$ cat config.mk
export PLATFORM = sky130hd
export DESIGN_NAME = selector_estado
export DESIGN_NICKNAME = d
export VERILOG_FILES = /design/src/rtl/selector_estado.sv
export SDC_FILE = /design/constraint.sdc
export NUM_CORES = 1
export LEC_CHECK = 0
export ABC_AREA = 0
export CORE_ASPECT_RATIO = 0.8
export CORE_MARGIN = 2
export CORE_UTILIZATION = 50
export DETAILED_ROUTE_END_ITERATION = 8
export DONT_BUFFER_PORTS = 1
export SYNTH_ARGS = -nofsm -noshare
export SYNTH_HDL_FRONTEND = slang
export SYNTH_SLANG_ARGS = --single-unit
$ cat constraint.sdc
create_clock -name clk -period 2.6 [get_ports clk]
set_input_delay 0.13 -clock clk [delete_from_list [all_inputs] [get_ports clk]]
set_output_delay 0.13 -clock clk [all_outputs]
set_load 0.1 [all_outputs]
$ cat src/rtl/selector_estado.sv
// selector_estado: derives the committed pet state code from need levels and the sleep flag.
// Non-urgent changes must persist DWELL second ticks; urgent ones commit immediately.
// Also drives a one-cycle change strobe, an alert flag and a 2-bit animation frame.
module selector_estado #(
  parameter int unsigned DWELL       = 3,
  parameter int unsigned FRAME_TICKS = 1
) (
  input  logic       clk,
  input  logic       reset_n,
  input  logic       passsecond,
  input  logic [2:0] salud,
  input  logic [2:0] alimentacion,
  input  logic [2:0] energia,
  input  logic [2:0] entretenimiento,
  input  logic [2:0] higiene,
  input  logic       dormido,
  output logic [3:0] estado,
  output logic       cambio,
  output logic       alerta,
  output logic [1:0] frame
);

  localparam logic [3:0] CodeFeliz      = 4'b0000;
  localparam logic [3:0] CodeCansado    = 4'b0001;
  localparam logic [3:0] CodeDormido    = 4'b0010;
  localparam logic [3:0] CodeHambriento = 4'b0011;
  localparam logic [3:0] CodeEnfermo    = 4'b0100;
  localparam logic [3:0] CodeAburrido   = 4'b0101;
  localparam logic [3:0] CodeSucio      = 4'b0110;
  localparam logic [3:0] CodeCritico    = 4'b0111;
  localparam logic [3:0] CodeMoribundo  = 4'b1000;
  localparam logic [3:0] CodeNeutral    = 4'b1010;

  localparam logic [3:0] DwellLim = 4'(DWELL);
  localparam logic [3:0] FrameLim = 4'(FRAME_TICKS);

  typedef enum logic [0:0] {StEstable = 1'b0, StPendiente = 1'b1} state_e;

  state_e     state_q, state_d;
  logic [3:0] cand, cand_q;
  logic [3:0] estado_q, estado_d;
  logic [3:0] pend_q, pend_d;
  logic [3:0] dwell_q, dwell_d, dwell_inc;
  logic [3:0] tick_cnt_q, tick_cnt_d, tick_inc;
  logic [1:0] frame_q, frame_d;
  logic       cambio_q, cambio_d;
  logic       alerta_q, alerta_d;
  logic       passsecond_q;
  logic       tk;
  logic       commit;
  logic       cand_urgent;

  assign tk          = passsecond & ~passsecond_q;
  assign cand_urgent = (cand_q == CodeMoribundo) || (cand_q == CodeCritico) ||
                       (cand_q == CodeDormido);

  // Candidate state from the current levels, first match wins.
  always_comb begin
    cand = CodeNeutral;
    if (salud <= 3'd1) begin
      cand = CodeMoribundo;
    end else if (salud <= 3'd2 || alimentacion <= 3'd2 || energia <= 3'd2) begin
      cand = CodeCritico;
    end else if (dormido) begin
      cand = CodeDormido;
    end else if (salud <= 3'd4) begin
      cand = CodeEnfermo;
    end else if (alimentacion <= 3'd4) begin
      cand = CodeHambriento;
    end else if (energia <= 3'd4) begin
      cand = CodeCansado;
    end else if (higiene <= 3'd4) begin
      cand = CodeSucio;
    end else if (entretenimiento <= 3'd4) begin
      cand = CodeAburrido;
    end else if (salud == 3'd7 && alimentacion == 3'd7 && energia == 3'd7 &&
                 entretenimiento == 3'd7 && higiene == 3'd7) begin
      cand = CodeFeliz;
    end
  end

  // State register and all registered datapath/outputs.
  always_ff @(posedge clk or negedge reset_n) begin
    if (!reset_n) begin
      state_q      <= StEstable;
      cand_q       <= CodeNeutral;
      estado_q     <= CodeNeutral;
      pend_q       <= CodeNeutral;
      dwell_q      <= 4'd0;
      tick_cnt_q   <= 4'd0;
      frame_q      <= 2'd0;
      cambio_q     <= 1'b0;
      alerta_q     <= 1'b0;
      passsecond_q <= 1'b0;
    end else begin
      state_q      <= state_d;
      cand_q       <= cand;
      estado_q     <= estado_d;
      pend_q       <= pend_d;
      dwell_q      <= dwell_d;
      tick_cnt_q   <= tick_cnt_d;
      frame_q      <= frame_d;
      cambio_q     <= cambio_d;
      alerta_q     <= alerta_d;
      passsecond_q <= passsecond;
    end
  end

  // Next-state logic: commit urgent candidates at once, debounce the rest over DWELL ticks.
  always_comb begin
    state_d   = state_q;
    estado_d  = estado_q;
    pend_d    = pend_q;
    dwell_d   = dwell_q;
    commit    = 1'b0;
    dwell_inc = dwell_q + 4'd1;
    unique case (state_q)
      StEstable: begin
        if (cand_q != estado_q) begin
          if (cand_urgent) begin
            estado_d = cand_q;
            commit   = 1'b1;
          end else begin
            pend_d  = cand_q;
            dwell_d = 4'd0;
            state_d = StPendiente;
          end
        end
      end
      StPendiente: begin
        // Reversion is checked first so an urgent estado is never re-committed to itself.
        if (cand_q == estado_q) begin
          state_d = StEstable;
        end else if (cand_urgent) begin
          estado_d = cand_q;
          commit   = 1'b1;
          state_d  = StEstable;
        end else if (cand_q != pend_q) begin
          pend_d  = cand_q;
          dwell_d = 4'd0;
        end else if (tk) begin
          dwell_d = dwell_inc;
          if (dwell_inc == DwellLim) begin
            estado_d = pend_q;
            commit   = 1'b1;
            state_d  = StEstable;
          end
        end
      end
      default: state_d = StEstable;
    endcase
  end

  // Output logic: change strobe, alert from the new estado, frame counter (commit wins).
  always_comb begin
    cambio_d   = commit;
    alerta_d   = (estado_d == CodeMoribundo) || (estado_d == CodeCritico);
    frame_d    = frame_q;
    tick_cnt_d = tick_cnt_q;
    tick_inc   = tick_cnt_q + 4'd1;
    if (commit) begin
      frame_d    = 2'd0;
      tick_cnt_d = 4'd0;
    end else if (tk) begin
      if (tick_inc >= FrameLim) begin
        frame_d    = frame_q + 2'd1;
        tick_cnt_d = 4'd0;
      end else begin
        tick_cnt_d = tick_inc;
      end
    end
  end

  assign estado = estado_q;
  assign cambio = cambio_q;
  assign alerta = alerta_q;
  assign frame  = frame_q;

endmodule

==> results of run 1 <==
[kinds of logic (layout without fill, tap and decap cells)]
logic type	Yosys count	count (layout)	share of synthesized area [%]
buffers and inverters	12	22	5.09
AO/OA/AOI/OAI	37	37	17.8
adder cells (fa/ha/maj)	4	4	3.04
flip-flops	26	26	39.9
XOR/XNOR	14	14	7.44
multiplexers	8	8	5.16
AND/OR/NAND/NOR	64	64	21.5
[per-stage QoR]
| step | worst slack [ns] | power (mW) | hold slack, ns |
|---|---|---|---|
| 6_report | 0.243 | 1.91 | 0.00625 |
| 5_1_grt | 0.0597 | 2.01 | 0.00122 |
| 4_1_cts | 0.245 | 1.92 | 0.00178 |
| 3_5_place_dp | 0.273 | 1.56 | -0.165 |
| 3_3_place_gp | 0.289 | 1.55 | -0.165 |
| 2_1_floorplan | 0.172 | 1.39 | -0.166 |
[worst reg2reg max path, cell delays in order (launching register included)]
cell	delay [ns]
dfstp_2	0.56
and2b_1	0.20
a2111oi_4	0.41
and3_1	0.38
a211oi_2	0.14
or4b_1	0.52
nand2_1	0.08
[registers in the layout (all words and copies together) (netlist names), 2 cells and up]
name,count
cand_q,4
dwell_q,4
estado,4
frame,2
pend_q,4
tick_cnt_q,4
[routing by layer]
layer	part of all wire (%)	wire length, um
met5	0	0
met4	0.94	31
met3	4.1	134
met2	48	1560
met1	47	1550
[repair_timing]
action,4_1_cts,5_1_grt
hold buffers,4,0
endpoints found under the hold margin,28,0
resized for setup,0,0
[power breakdown]
part	total (mW)	switching (mW)	internal, mW
Clock	0.333	0.127	0.206
Sequential	0.685	0.162	0.522
Combinational	0.891	0.612	0.279
[cell type report]
class	count	area, um^2
Inverter	6	22.5
Multi-Input combinational cell	127	906
Clock buffer	3	41.3
Timing Repair Buffer	12	110
Fill cell	277	1290
Tap cell	40	50.0
Clock inverter	1	30.0
Sequential cell	26	658
[how the worst max path moves through the flow]
stage                     slack, ns       from      to  cells after the start
final                          0.24  pend_q[3]  alerta                      6
after global routing           0.06  pend_q[3]  alerta                      6
after CTS                      0.25  pend_q[3]  alerta                      6
after detailed placement       0.27  pend_q[3]  alerta                      6
after global placement         0.29  pend_q[3]  alerta                      6
after floorplan                0.17  estado[0]  alerta                      7
[cells in the final DEF (no fill, tap or decap), types with 3 or more instances in the layout]
master         instances
nand2_1                8
nand4b_1               3
nor3_1                 7
mux2_2                 4
a311oi_1               4
xor2_1                 6
nor2_1                20
mux2i_1                4
nand2b_1               3
o21ai_0                7
ha_1                   4
clkbuf_8               3
dlygate4sd3_1          3
dfrtp_1               20
buf_4                  8
dfstp_2                6
xnor2_1                8
nand4_1                5
a21oi_1                9
inv_1                  6
o21a_1                 3
a211oi_2               3
==> results by group, run 1 <==
Worst setup path
  – Setup CP Type: reg -> reg
  – R2r endpoint: alerta
  – Critical Path Start Type: register
  – Worst r2r path cells: 6
  – Peak per-stage delay on the critical path: 0.56 ns
  – Worst Setup End Kind: register
  – Cell family with most CP delay: simple AND/OR/NAND/NOR gates
  – CP Cell Sequence: and2b_1 > a2111oi_4 > and3_1 > a211oi_2 > or4b_1 > nand2_1
  – Crit path arrival time: 2.57 ns
  – CP max-delay cell: dfstp_2
  – R2R setup slack: 0.24 ns
  – Worst Path Max Fanout: 6
  – Reg2Reg Launch Point: pend_q[3]
  – CP Buf/Inv Count: 0
  – Worst Path Required: 2.81 ns

Place
  – Port buffer count: 0
  – Post-Place Cells: 207
  – GPL Wtd Cong: 0.874
  – Final HPWL DP: 2480 um
  – Dpl cell area: 0.00170 mm^2

Synthesis
  – Yosys top cell area share: 30.4%
  – Synth unique cells: 45
  – Number of synthesized flops with an enable pin: 0
  – Ys Warns: 0
  – Synth top cells by count: dfrtp_1, nor2_1, a21oi_1, nand2_1, xnor2_1
  – Cells after Synth: 165
  – Syn Nets: 188
  – Sequential share of the synthesized area: 39.9%
  – Yosys reg bits: 26
  – Area leader, netlist: dfrtp_1
  – Mapped Area: 0.00165 mm^2
  – Syn Area/Cell: 9.99 um^2
  – Synth Flop Type: dfrtp_1
  – Largest cells by area after synthesis: dfrtp_1, dfstp_2, nor2_1
  – FFs w/ async S/R, synth: 100%

Hold path
  – Endpoint, Worst Hold: cand_q[1]
  – Hold Path Stages: 1
  – Worst Hold Launch: salud[1]
  – HP Class: in -> reg

Finish
  – Nets: 199
  – Synthesis-to-finish area growth: 10.3%
  – Fin cells: 215
  – Share of layout cells above drive strength 1: 18.9%
  – Fin util: 58.5%
  – Non-Filler Cell Area, Final: 0.00182 mm^2
  – Antenna diodes: 0

Global route
  – Largest net degree at the start of global routing: 27
  – Global route hottest layer: met2
  – Initial antenna violation count: 0
  – GRT Util Overall: 19.5%
  – Global-route wire length before repair: 5710 um
  – Number of global-route vias before repair: 1248
  – Met3 Usage GRT: 4.89%
  – M2 GR Usage: 30.8%
  – Gr ovfl total: 0
  – GRT met1 Usage: 27.4%

Power
  – Peak supply drop: 809 uV
  – P_leak: 0.749 nW
  – Pwr/cell area: 1050 mW/mm^2

Floorplanning
  – Initial Util: 53.0%
  – Die area: 0.00377 mm^2
  – Core area: 0.00311 mm^2
  – Rows: 18
  – Die width: 68.2 um
  – I/O pins: 27
  – Die Ht: 55.3 um

CTS
  – # Post-CTS Setup Buffers: 0
  – Htree depth: 1
  – CTS Root Cell: clkbuf_8
  – Clk slew on worst S/H paths: 0.08 ns
  – CTS tree: yes
  – CTS Sinks: 26
  – Clock buffer depth: 2
  – CTS Buf Count: 3
  – Worst-Skew Late Latency: 0.27 ns

Timing
  – Hold Fails Final Rpt: 0
  – Fin crit period: 2.36 ns
  – Final setup violation count: 0
  – Max Transition Viols Final: 0
  – Setup_tns: 0 ns
  – Final Skew: 0.00666 ns
  – Worst Tran Pin Value: 0.865 ns
  – RSZ-0062 raised after global routing: false
  – Fmax: 424 MHz
  – Max-slew headroom: 42.4%
  – Tcrit/Tclk final: 90.6%

Drt
  – WL/cell: 15.3 um
  – Vias per cell: 5.87
  – Post-DRT Antenna Nets: 0
  – Drt drc: 0
  – Initial DRT Pass Iterations: 4
  – Wirelength, routed: 3280 um
  – Initial DRC Count: 95
  – Vias: 1263

Run
  – # Max-Cap Violations: 0

Status
  – Status: finished, final reports clean
Note: power is estimated with default switching activity, not from simulation.
==> run 2, diff against run 1 <==
- CORE_UTILIZATION: 50 -> 45
- CTS_BUF_LIST: not set -> sky130_fd_sc_hd__clkbuf_4
- SKIP_LAST_GASP: not set -> 1
==> run 2 against run 1 <==
Net effect: register-to-register slack about the same; final cell count increased by 1.9%; worst setup slack got worse by 0.014 ns; utilization decreased by 6.0 points; clock-buffer cell count unchanged; sequential share of layout area decreased by 0.075 points.
==> results by group, run 2 (synthesis results as in run 1) <==
Timing
  – Max Transition Viols Final: 0 (unchanged)
  – Worst Tran Pin Value: 0.876 ns (+0.0110 ns)
  – Hold WS: 0.0324 ns (+0.0262 ns)
  – Final WS setup: 0.229 ns (-0.0143 ns)
  – Hold Fails Final Rpt: 0 (unchanged)
  – Max-slew headroom: 41.7% (-0.74 points)
  – Fmax: 422 MHz (-0.60%)
  – Tcrit/Tclk final: 91.2% (+0.55 points)
  – Setup_tns: 0 ns (unchanged)
  – Final setup violation count: 0 (unchanged)
  – RSZ-0062 raised after global routing: false
  – Fin crit period: 2.37 ns (+0.0143 ns)
  – Final Skew: 0.0113 ns (+0.00461 ns)

Place
  – Port buffer count: 0 (unchanged)
  – Dpl cell area: 0.00170 mm^2 (+0.15%)
  – Final HPWL DP: 2490 um (+0.32%)
  – Placement Setup Slack: 0.283 ns (+0.00971 ns)
  – GPL Wtd Cong: 0.809 (-7.4%)
  – Post-Place Cells: 209 (+0.97%)

CTS
  – Post-CTS Hold Fix Bufs: 6 (+2)
  – # Post-CTS Setup Buffers: 0 (unchanged)
  – Clk slew on worst S/H paths: 0.13 ns (+0.05 ns)
  – CTS Buf Count: 3 (unchanged)
  – CTS Sinks: 26 (unchanged)
  – CTS tree: yes
  – Htree depth: 1 (unchanged)
  – PostCTS Resize Cnt: 0 (unchanged)
  – Clock buffer depth: 2 (unchanged)
  – Worst-Skew Late Latency: 0.32 ns (+0.05 ns)
  – CTS Root Cell: clkbuf_4

Worst setup path
  – R2R setup slack: 0.23 ns (about the same)
  – Worst r2r path cells: 6 (unchanged)
  – Worst Path Max Fanout: 6 (unchanged)
  – Reg2Reg Launch Point: pend_q[3]
  – Crit path arrival time: 2.64 ns (+0.07 ns)
  – R2r endpoint: alerta
  – CP Cell Sequence: and2b_1 > a2111oi_4 > and3_1 > a211oi_2 > or4b_1 > nand2_1
  – Worst Setup End Kind: register
  – Setup CP Type: reg -> reg
  – Peak per-stage delay on the critical path: 0.57 ns (about the same)
  – Worst Path Required: 2.87 ns (+0.06 ns)
  – CP max-delay cell: dfstp_2
  – Critical Path Start Type: register

Finish
  – Antenna diodes: 0 (unchanged)
  – Fin cells: 219 (+1.9%)
  – Share of layout cells above drive strength 1: 18.6% (-0.21 points)
  – Commonest non-fill, non-tap cells in the layout: nor2_1, dfrtp_1, a21oi_1
  – Fin util: 52.5% (-6.0 points)
  – Synthesis-to-finish area growth: 10.6%
  – Nets: 201 (+1.0%)
  – Non-Filler Cell Area, Final: 0.00182 mm^2 (+0.21%)

Drt
  – Drt drc: 0 (unchanged)
  – Vias: 1248 (-1.2%)
  – WL/cell: 15.1 um (-0.84%)
  – Vias per cell: 5.70 (-3.0%)
  – Initial DRC Count: 33 (-65%)
  – Initial DRT Pass Iterations: 4 (unchanged)
  – Post-DRT Antenna Nets: 0 (unchanged)
  – Wirelength, routed: 3320 um (+1.0%)

Global route
  – Initial antenna violation count: 0 (unchanged)
  – Global-route wire length before repair: 5890 um (+3.1%)
  – Gr ovfl total: 0 (unchanged)
  – GRT Util Overall: 17.9% (-1.6 points)
  – Largest net degree at the start of global routing: 27 (unchanged)
  – Number of global-route vias before repair: 1302 (+4.3%)

Power
  – Pwr/cell area: 1010 mW/mm^2 (-3.4%)
  – Peak supply drop: 815 uV (+0.72%)
  – Tot Pwr: 1.85 mW (-3.2%)
  – P_leak: 0.748 nW (about the same)

Floorplanning
  – Die width: 71.7 um (+5.1%)
  – Die Ht: 58.1 um (+5.0%)
  – Die area: 0.00416 mm^2 (+10%)
  – Core area: 0.00347 mm^2 (+12%)
  – Rows: 19 (+1)
  – Initial Util: 47.5% (-5.5 points)
  – I/O pins: 27 (unchanged)

Status
  – Status: finished, final reports clean

Hold path
  – Endpoint, Worst Hold: cand_q[3]
  – Hold Path Stages: 2 (+1)
  – HP Class: in -> reg
  – Worst Hold Launch: dormido

Run
  – # Max-Cap Violations: 0 (unchanged)
-- run 2: changes by cell type in the layout (fill, tap and decap cells not counted), sizes merged --
cell / change
dlygate4sd3: +2
-- run 2: report_power, final --
part	leakage [nW]	switching (mW)	internal, mW
combinational	0.404	0.607	0.282
clock	0.0279	0.118	0.156
sequential	0.316	0.163	0.522
-- run 2: critical path: cells and delay by family, from the launching register on --
family	cells	cell delay, ns
AOI/OAI and AO/OA	2	0.55
and+or+nand+nor	4	1.19
DFF	1	0.57
-- run 2: cell type report --
class,count,area [um^2]
Fill cell,318,1650
Multi-Input combinational cell,127,906
Timing Repair Buffer,14,130
Clock buffer,3,22.5
Clock inverter,1,30.0
Tap cell,42,52.6
Inverter,6,22.5
Sequential cell,26,658
-- run 2: worst max path at each step --
stage | start | endpoint | depth (start not counted)
final | pend_q[3] | alerta | 6
after global routing | dwell_q[0] | tick_cnt_q[3] | 7
after CTS | pend_q[3] | alerta | 6
after detailed placement | pend_q[3] | alerta | 6
after global placement | pend_q[3] | alerta | 6
after floorplan | estado[0] | alerta | 7
-- run 2: metal layers --
metal  track usage, %  up-vias  wire [um]
li1                 -      627          -
met5                0        -          0
met1             23.4      598       1600
met4             4.31        0         23
met2             30.2       19       1570
met3             4.52        4        125
